[config.mk]
export PLATFORM = sky130hd
export DESIGN_NAME = pr_enc_dig8
export DESIGN_NICKNAME = d
export VERILOG_FILES = /design/src/rtl/pr_enc_dig8_pkg.sv /design/src/rtl/pr_enc_comb8.sv /design/src/rtl/pr_enc_dig8.sv
export SDC_FILE = /design/constraint.sdc
export NUM_CORES = 1
export LEC_CHECK = 0
export CAP_MARGIN = 30
export CORE_AREA = 2 2 39 41
export CTS_CLUSTER_DIAMETER = 30
export CTS_CLUSTER_SIZE = 25
export DETAILED_ROUTE_END_ITERATION = 8
export DIE_AREA = 0 0 41 43
export HOLD_SLACK_MARGIN = 0.15
export PLACE_DENSITY = 0.49
export SYNTH_ARGS = -nofsm -noshare
export SYNTH_HDL_FRONTEND = slang
export SYNTH_SLANG_ARGS = --single-unit
[constraint.sdc]
create_clock -name clk -period 0.8 [get_ports clk]
set_input_delay 0.08 -clock clk [delete_from_list [all_inputs] [get_ports clk]]
set_output_delay 0.08 -clock clk [all_outputs]
set_load 0.005 [all_outputs]
[src/rtl/pr_enc_dig8_pkg.sv]
// Shared widths and index codes for the 8-to-3 priority encoder.
package pr_enc_dig8_pkg;

  localparam int N_IN   = 8;
  localparam int CODE_W = 3;

  localparam logic [CODE_W-1:0] IDX0 = 3'd0;
  localparam logic [CODE_W-1:0] IDX1 = 3'd1;
  localparam logic [CODE_W-1:0] IDX2 = 3'd2;
  localparam logic [CODE_W-1:0] IDX3 = 3'd3;
  localparam logic [CODE_W-1:0] IDX4 = 3'd4;
  localparam logic [CODE_W-1:0] IDX5 = 3'd5;
  localparam logic [CODE_W-1:0] IDX6 = 3'd6;
  localparam logic [CODE_W-1:0] IDX7 = 3'd7;

endpackage

[src/rtl/pr_enc_comb8.sv]
// Combinational 8-to-3 priority encoder; the highest asserted index wins.
module pr_enc_comb8
  import pr_enc_dig8_pkg::*;
(
  input  logic [N_IN-1:0]   d,
  output logic [CODE_W-1:0] code,
  output logic              any
);

  // Descending chain so lines below the winner never reach the outputs, even when X.
  always_comb begin
    code = IDX0;
    any  = 1'b1;
    if (d[7])      code = IDX7;
    else if (d[6]) code = IDX6;
    else if (d[5]) code = IDX5;
    else if (d[4]) code = IDX4;
    else if (d[3]) code = IDX3;
    else if (d[2]) code = IDX2;
    else if (d[1]) code = IDX1;
    else if (d[0]) code = IDX0;
    else           any  = 1'b0;
  end

endmodule

[src/rtl/pr_enc_dig8.sv]
// Registered 8-to-3 priority encoder with a valid flag separating idle from index 0.
module pr_enc_dig8
  import pr_enc_dig8_pkg::*;
(
  input  logic clk,
  input  logic rst,
  input  logic d0,
  input  logic d1,
  input  logic d2,
  input  logic d3,
  input  logic d4,
  input  logic d5,
  input  logic d6,
  input  logic d7,
  output logic a,
  output logic b,
  output logic c,
  output logic valid
);

  logic [N_IN-1:0]   d_vec;
  logic [CODE_W-1:0] code;
  logic              any;

  assign d_vec = {d7, d6, d5, d4, d3, d2, d1, d0};

  pr_enc_comb8 u_comb (
    .d    (d_vec),
    .code (code),
    .any  (any)
  );

  always_ff @(posedge clk or posedge rst) begin
    if (rst) begin
      {a, b, c} <= IDX0;
      valid     <= 1'b0;
    end else begin
      {a, b, c} <= code;
      valid     <= any;
    end
  end

endmodule

# ---- Word-level counts from Yosys, hierarchy flattened
# Cells that the tools add are included.
# W data, S select, Z words.
dict set report classes {
  n_addsub 0
  mul 0
  div_mod_pow 0
  n_lt_le_gt_ge 0
  n_eq_ne 0
  shifts 0
  n_mux 15
  bitwise_logic 0
  reduce_logical 0
}
# operator n
set op_table {}
lappend op_table {{$mux W3} 6}
lappend op_table {{$mux W1} 9}
dict set report word_totals {
  reg_bits 4
  latchBits 0
  mem_bits_rw 0
  mem_bits_ro 0
  inputBits 10
  out_inout_bits 4
  wordCells 19
  n_memories 0
}

# ---- Longest topological paths before layout
# Gate-level depths: netlist (run 1).
dict set report depth {
  depth_word 8
  mapped_depth 3
}

# ---- Modules after synthesis
# Synthesis (run 1) repeated with hierarchy kept, for this count alone.
dict set report unflattened {
  hier_cells 17
  hier_area_um2 161.4
}
# mod n_inst cells_each area_each_um2 seq_area_each_um2
set modules_own_cells {}
lappend modules_own_cells {pr_enc_dig8 1 5 103.8 100.1}
lappend modules_own_cells {pr_enc_comb8 1 12 57.6 0.0}

# ---- Worst setup path after synthesis (run 1)
# No wires, ideal clock.
dict set report synth_timing {
  kind {input to register}
  startpoint {in d6}
  endpoint {reg valid}
  t_arrival_ns 0.300
  required_time_ns 0.664
  setup_slack_ns 0.365
  cell_stages 2
  path_buffers 0
  path_cell_list {nor2_1 nand4_1}
}
dict set report synth_between {
  elab_chain_len 2
}
# element line
set synth_rtl {}
lappend synth_rtl {{start, declared} pr_enc_dig8.sv:13} ;# input logic d6,
lappend synth_rtl {{$mux W1} pr_enc_comb8.sv:15} ;# else if (d[6]) code = IDX6;
lappend synth_rtl {{$mux W1} pr_enc_comb8.sv:14} ;# if (d[7]) code = IDX7;
lappend synth_rtl {{named net any} pr_enc_dig8.sv:23} ;# logic any;
lappend synth_rtl {{end signal, assigned} pr_enc_dig8.sv:39} ;# valid <= any;
lappend synth_rtl {{end, declared} pr_enc_dig8.sv:18} ;# output logic valid
# The timed path passes the listed nets, and every way through them passes these cells.

# ---- Worst setup path after layout (run 1)
dict set report layout_timing {
  startpoint {reg a}
  endpoint {out a}
}
# element line
set layout_rtl {}
lappend layout_rtl {{start, declared} pr_enc_dig8.sv:15} ;# output logic a,
lappend layout_rtl {{start signal, assigned} pr_enc_dig8.sv:38} ;# {a, b, c} <= code;
# No word-level cell between the ends.

==> results of run 1 <==
-- cell usage in the layout, fill, tap and decap left out --
| cell type | instances |
|---|---|
| dfrtp_1 | 4 |
| clkbuf_4 | 3 |
| o31ai_1 | 2 |
| a21oi_2 | 2 |
| inv_1 | 2 |
| dlygate4sd3_1 | 1 |
| buf_2 | 4 |
| nor2_1 | 4 |
| clkdlybuf4s50_1 | 8 |
| nand2_1 | 1 |
| clkinv_1 | 1 |
| dlymetal6s2s_1 | 1 |
| nand4_1 | 1 |
-- sequential cells by signal, indices dropped and copies added (netlist names) --
register  flops
a             1
c             1
b             1
valid         1
-- metal layers --
metal | global-route usage | wire length, um | vias up
li1 | - | - | 91
met1 | 0.0548 | 152 | 65
met2 | 0.0656 | 162 | 13
met3 | 0.0262 | 69 | 0
met4 | 0.120 | 0 | 0
met5 | 0 | 0 | -
-- logic make-up (layout without fill, tap and decap cells) --
| logic type | after synthesis | in the layout | share of synthesized area |
|---|---|---|---|
| simple gates | 6 | 6 | 0.155 |
| buf+inv | 3 | 20 | 0.0698 |
| compound gates | 4 | 4 | 0.155 |
| flops | 4 | 4 | 0.620 |
-- worst paths after layout --
| kind | slack, ps | end | startpoint | cells past startpoint |
|---|---|---|---|---|
| setup / recovery | 30 | a | a | 1 |
| hold / removal | 150 | valid | d2 | 3 |
| max in group asynchronous | 60 | c | rst | 3 |
| min in group asynchronous | 590 | a | rst | 3 |
-- repair_timing --
action                                  in CTS  in global routing
pin swaps                                    0                  0
hold buffers                                 1                  0
gates resized for setup                     16                  3
endpoints found under the hold margin        4                  0
endpoints found under the setup margin       4                  3
-- power breakdown --
group,total [mW],internal [mW],switching (mW)
registers,0.213,0.211,0.00136
clock network,0.239,0.167,0.0718
logic,0.0885,0.0555,0.0330
-- metrics by stage --
stage          setup WS (ps)  std cells  setup TNS [ps]
2_1_floorplan            365         17               0
3_3_place_gp            -186         46            -900
3_5_place_dp            -191         46            -918
4_1_cts                 12.5         50               0
5_1_grt                -4.72         50           -5.25
6_report                28.5         50               0
-- area by class of cell --
type	count	area, um^2	share of cell area
multi-input combinational	10	57.6	0.172
sequential	4	100	0.300
inverter	3	11.3	0.0337
clock buffer	3	22.5	0.0674
timing repair buffer	14	123	0.367
tap	16	20.0	0.0599
==> impl_metrics.yaml, run 1 <==
run:
  max-cap-violations: 0
die:
  rows: 14
  ios: 14
  die_h_um: 43
  start_util: 0.117
  die_x_um: 41
  die_area_um2: 1760
  coreArea_um2: 1380
sta:
  timing.final.crit_share: 0.964
  grt_setup_unrepaired: "yes"
  worst_pin_slew_ps: 209
  final_max_slew_viol_count: 0
  finalSetupViolCount: 0
  maxSlewHeadroom: 0.860
  fmax_mhz: 1300
  final_hold_viol_count: 0
  fin_crit_ps: 771
  holdWs_ps: 147
clock_network:
  ctsLongestPathBuffers: 2
  cts_setup_buffers: 0
  h-tree-depth: 1
  cts_made_buffers: 3
  clkSinkCount: 4
  cts_root_buf: "clkbuf_4"
  cts_tree: "yes"
  clk_pin_slew_ps: 30
pwr:
  p_total_mw: 0.540
  power_per_cell_area_nw_per_um2: 1620
  ir_drop_uv: 355
  leakage_nw: 0.140
synth:
  syn_area_um2: 161
  synth_top_area_frac: 0.620
  syn-mean-instance-area_um2: 9.49
  synth_enable_flop_cells: 0
  synth_cells: 17
  syn_nets: 27
  yosys_warnings: 0
  synth_top_area_cell: "dfrtp_1"
  ys_ff_latch: 4
  synth_seq_area_share: 0.620
  ys_async_sr_fraction: 1.00
  synthTopCellsByCount: "dfrtp_1 (4), nor2_1 (4), a21oi_1 (2), inv_1 (2), o31ai_1 (2)"
  ys.flop_type: "dfrtp_1"
  synth_area_leaders: "dfrtp_1 (62%), nor2_1 (9.3%), o31ai_1 (9.3%), a21oi_1 (6.2%), inv_1 (4.7%)"
  ys_types: 8
worst_setup_path:
  worstSetupEndpointType: "primary output"
  critPathKind: "reg -> out"
  required_ps: 720
  slowest_stage: "dfrtp_1"
  cp_top_family: "flip-flops"
  critical_path_buf_inv_count: 1
  max_stage_delay_ps: 340
  cp-start-kind: "flop"
  path_cells: "buf_2"
  worstPathMaxFanout: 1
  arrival_ps: 690
route:
  routed_wl_um: 385
  drt-initial-drc-count: 2
  detail-route-antenna-nets: 0
  via_per_inst: 3.38
  drc: 0
  first_pass_iters: 2
  wl_per_cell_um: 7.70
  vias: 169
finish:
  nets: 46
  layout.filler_cells: 155
  finalInstanceArea_um2: 334
  n_antenna_cell: 0
  utilization: 0.241
  layout-drive-gt1-share: 0.265
  syn_to_final_growth_pct: 107
placement:
  place_area_um2: 312
  globalplace.congestion: 0.658
  port_buffers: 13
global_route:
  grt-ovfl-total: 0
  grt_usage: 0.0613
  antenna_found_initial: 0
  grt_max_degree: 5
  grt_pass1_wl_um: 614
  grt_pass1_vias: 173
outcome:
  outcome: "complete, no violations"
min_path:
  worst_hold_path_type: "in -> reg"
(Power assumes the default switching activity.)
==> run 2: changes to the inputs <==
CELL_PAD_IN_SITES_DETAIL_PLACEMENT = 1   (was unset)
CELL_PAD_IN_SITES_GLOBAL_PLACEMENT = 1   (was unset)
PLACE_DENSITY = 0.62   (was 0.49)
==> run 2 against run 1 <==
Effect of this change: fmax down 0.53%; sequential share of layout area rose by 0.93 points; critical path depth unchanged; global-route usage is 0.32 points higher; non-clock buffer count unchanged; utilization fell by 0.72 points; clock power is 2% higher; highest routed layer unchanged; combinational power down 3.6%; die area unchanged; largest power group unchanged; routed wire length fell by 0.26%; sequential power about the same; critical endpoint unchanged; largest cell class unchanged; setup slack got worse by 4.1 ps.
==> impl_metrics.yaml, run 2 (synthesized netlist as in run 1, its figures left out) <==
finish:
  layout-drive-gt1-share: 0.206
  utilization: 0.234
  final_cell_mix: "clkdlybuf4s50_1 (9), nor2_1 (4), dfrtp_1 (4), buf_2 (4), clkbuf_4 (3)"
  nets: 46
  n_antenna_cell: 0
  mostFrequentLayoutCell: "clkdlybuf4s50_1"
  syn_to_final_growth_pct: 101
clock_network:
  h-tree-depth: 1
  clk_pin_slew_ps: 40
  cts_root_buf: "clkbuf_4"
  cts_made_buffers: 3
  cts_tree: "yes"
  ctsLongestPathBuffers: 2
  clkSinkCount: 4
global_route:
  antenna_found_initial: 0
  grt_pass1_vias: 167
  grt_pass1_wl_um: 627
  grt-ovfl-total: 0
  grt_max_degree: 5
  grt_usage: 0.0645
min_path:
  hold_start: "d0"
  worst_hold_path_type: "in -> reg"
placement:
  dp_hpwl_um: 316
  globalplace.congestion: 0.615
  pre_cts_ws_ps: -189
  port_buffers: 13
sta:
  tns_ps: 0
  grt_setup_unrepaired: "yes"
  worst_pin_slew_ps: 220
  timing.final.crit_share: 0.970
  finalSetupViolCount: 0
  fin_crit_ps: 776
  final_max_slew_viol_count: 0
  fin_ws_ps: 24.4
  final_hold_viol_count: 0
  fmax_mhz: 1290
  holdWs_ps: 452
  maxSlewHeadroom: 0.852
die:
  die_area_um2: 1760
  die_x_um: 41
  coreArea_um2: 1380
  rows: 14
  die_h_um: 43
  start_util: 0.117
  ios: 14
worst_setup_path:
  worstPathMaxFanout: 1
  critPathLaunch: "a"
  critPathKind: "reg -> out"
  max_stage_delay_ps: 340
  cp_top_family: "flip-flops"
  arrival_ps: 700
  path_cells: "buf_2"
  cp-endpoint: "a"
  required_ps: 720
  worstSetupEndpointType: "primary output"
  cp-start-kind: "flop"
  path_depth: 1
  slowest_stage: "dfrtp_1"
  critical_path_buf_inv_count: 1
pwr:
  internal_power_mw: 0.433
  comb_power_share: 0.158
  leakage_nw: 0.130
  switching_share: 0.200
  p_total_mw: 0.541
  power_frac_clock: 0.450
  ir_drop_uv: 363
  power_per_cell_area_nw_per_um2: 1670
  seqPwrFrac: 0.393
  switchingPower_mw: 0.108
route:
  drt-initial-drc-count: 0
  detail-route-antenna-nets: 0
  first_pass_iters: 1
  drc: 0
  vias: 182
  wl_per_cell_um: 7.68
  routed_wl_um: 384
  via_per_inst: 3.64
run:
  max-cap-violations: 0
outcome:
  outcome: "complete, no violations"
## run 2: cell count changes in the layout (fill, tap and decap cells not counted)
cell,delta
a21oi_1,+2
a21oi_2,-2
clkdlybuf4s50_1,+1
dlymetal6s2s_1,-1
## run 2: per-layer routing
layer  up-vias  GRT usage  part of all wire
li1         91          -                 -
met1        78     0.0586              0.43
met2        13     0.0688              0.44
met3         0     0.0314              0.12
met4         0      0.120                 0
met5         -          0                 0
## run 2: power groups by stage
stage          registers, mW  clock network (mW)  logic, mW
2_1_floorplan          0.217                   0     0.0190
3_3_place_gp           0.216                   0     0.0884
3_5_place_dp           0.216                   0     0.0901
4_1_cts                0.213               0.261     0.0866
5_1_grt                0.213               0.286     0.0944
6_report               0.213               0.243     0.0853
## run 2: final cells by class
type	instances	area, um^2
inverter	3	11.3
tap	16	20.0
multi-input combinational	10	50.0
clock buffer	3	22.5
fill	171	1060
sequential	4	100
timing repair buffer	14	120
## run 2: timing repair
| action | 4_1_cts | 5_1_grt |
|---|---|---|
| endpoints found under the setup margin | 4 | 4 |
| hold endpoints to repair | 4 | 0 |
| buffers inserted | 0 | 0 |
| hold buffers | 1 | 0 |
| gates resized for setup | 16 | 0 |
## run 2: worst min path at each step
stage	end	slack [ps]	cells past startpoint
finish	valid	450	3
detailed placement	b	270	2
floorplan	a	-150	1
global placement	b	270	2
CTS	valid	440	3
global route	c	470	3
## run 2: through the flow
step / area, um^2 / cells
finish: 324 / 50
global route: 324 / 50
CTS: 324 / 50
detailed placement: 312 / 46
global placement: 312 / 46
floorplan: 161 / 17
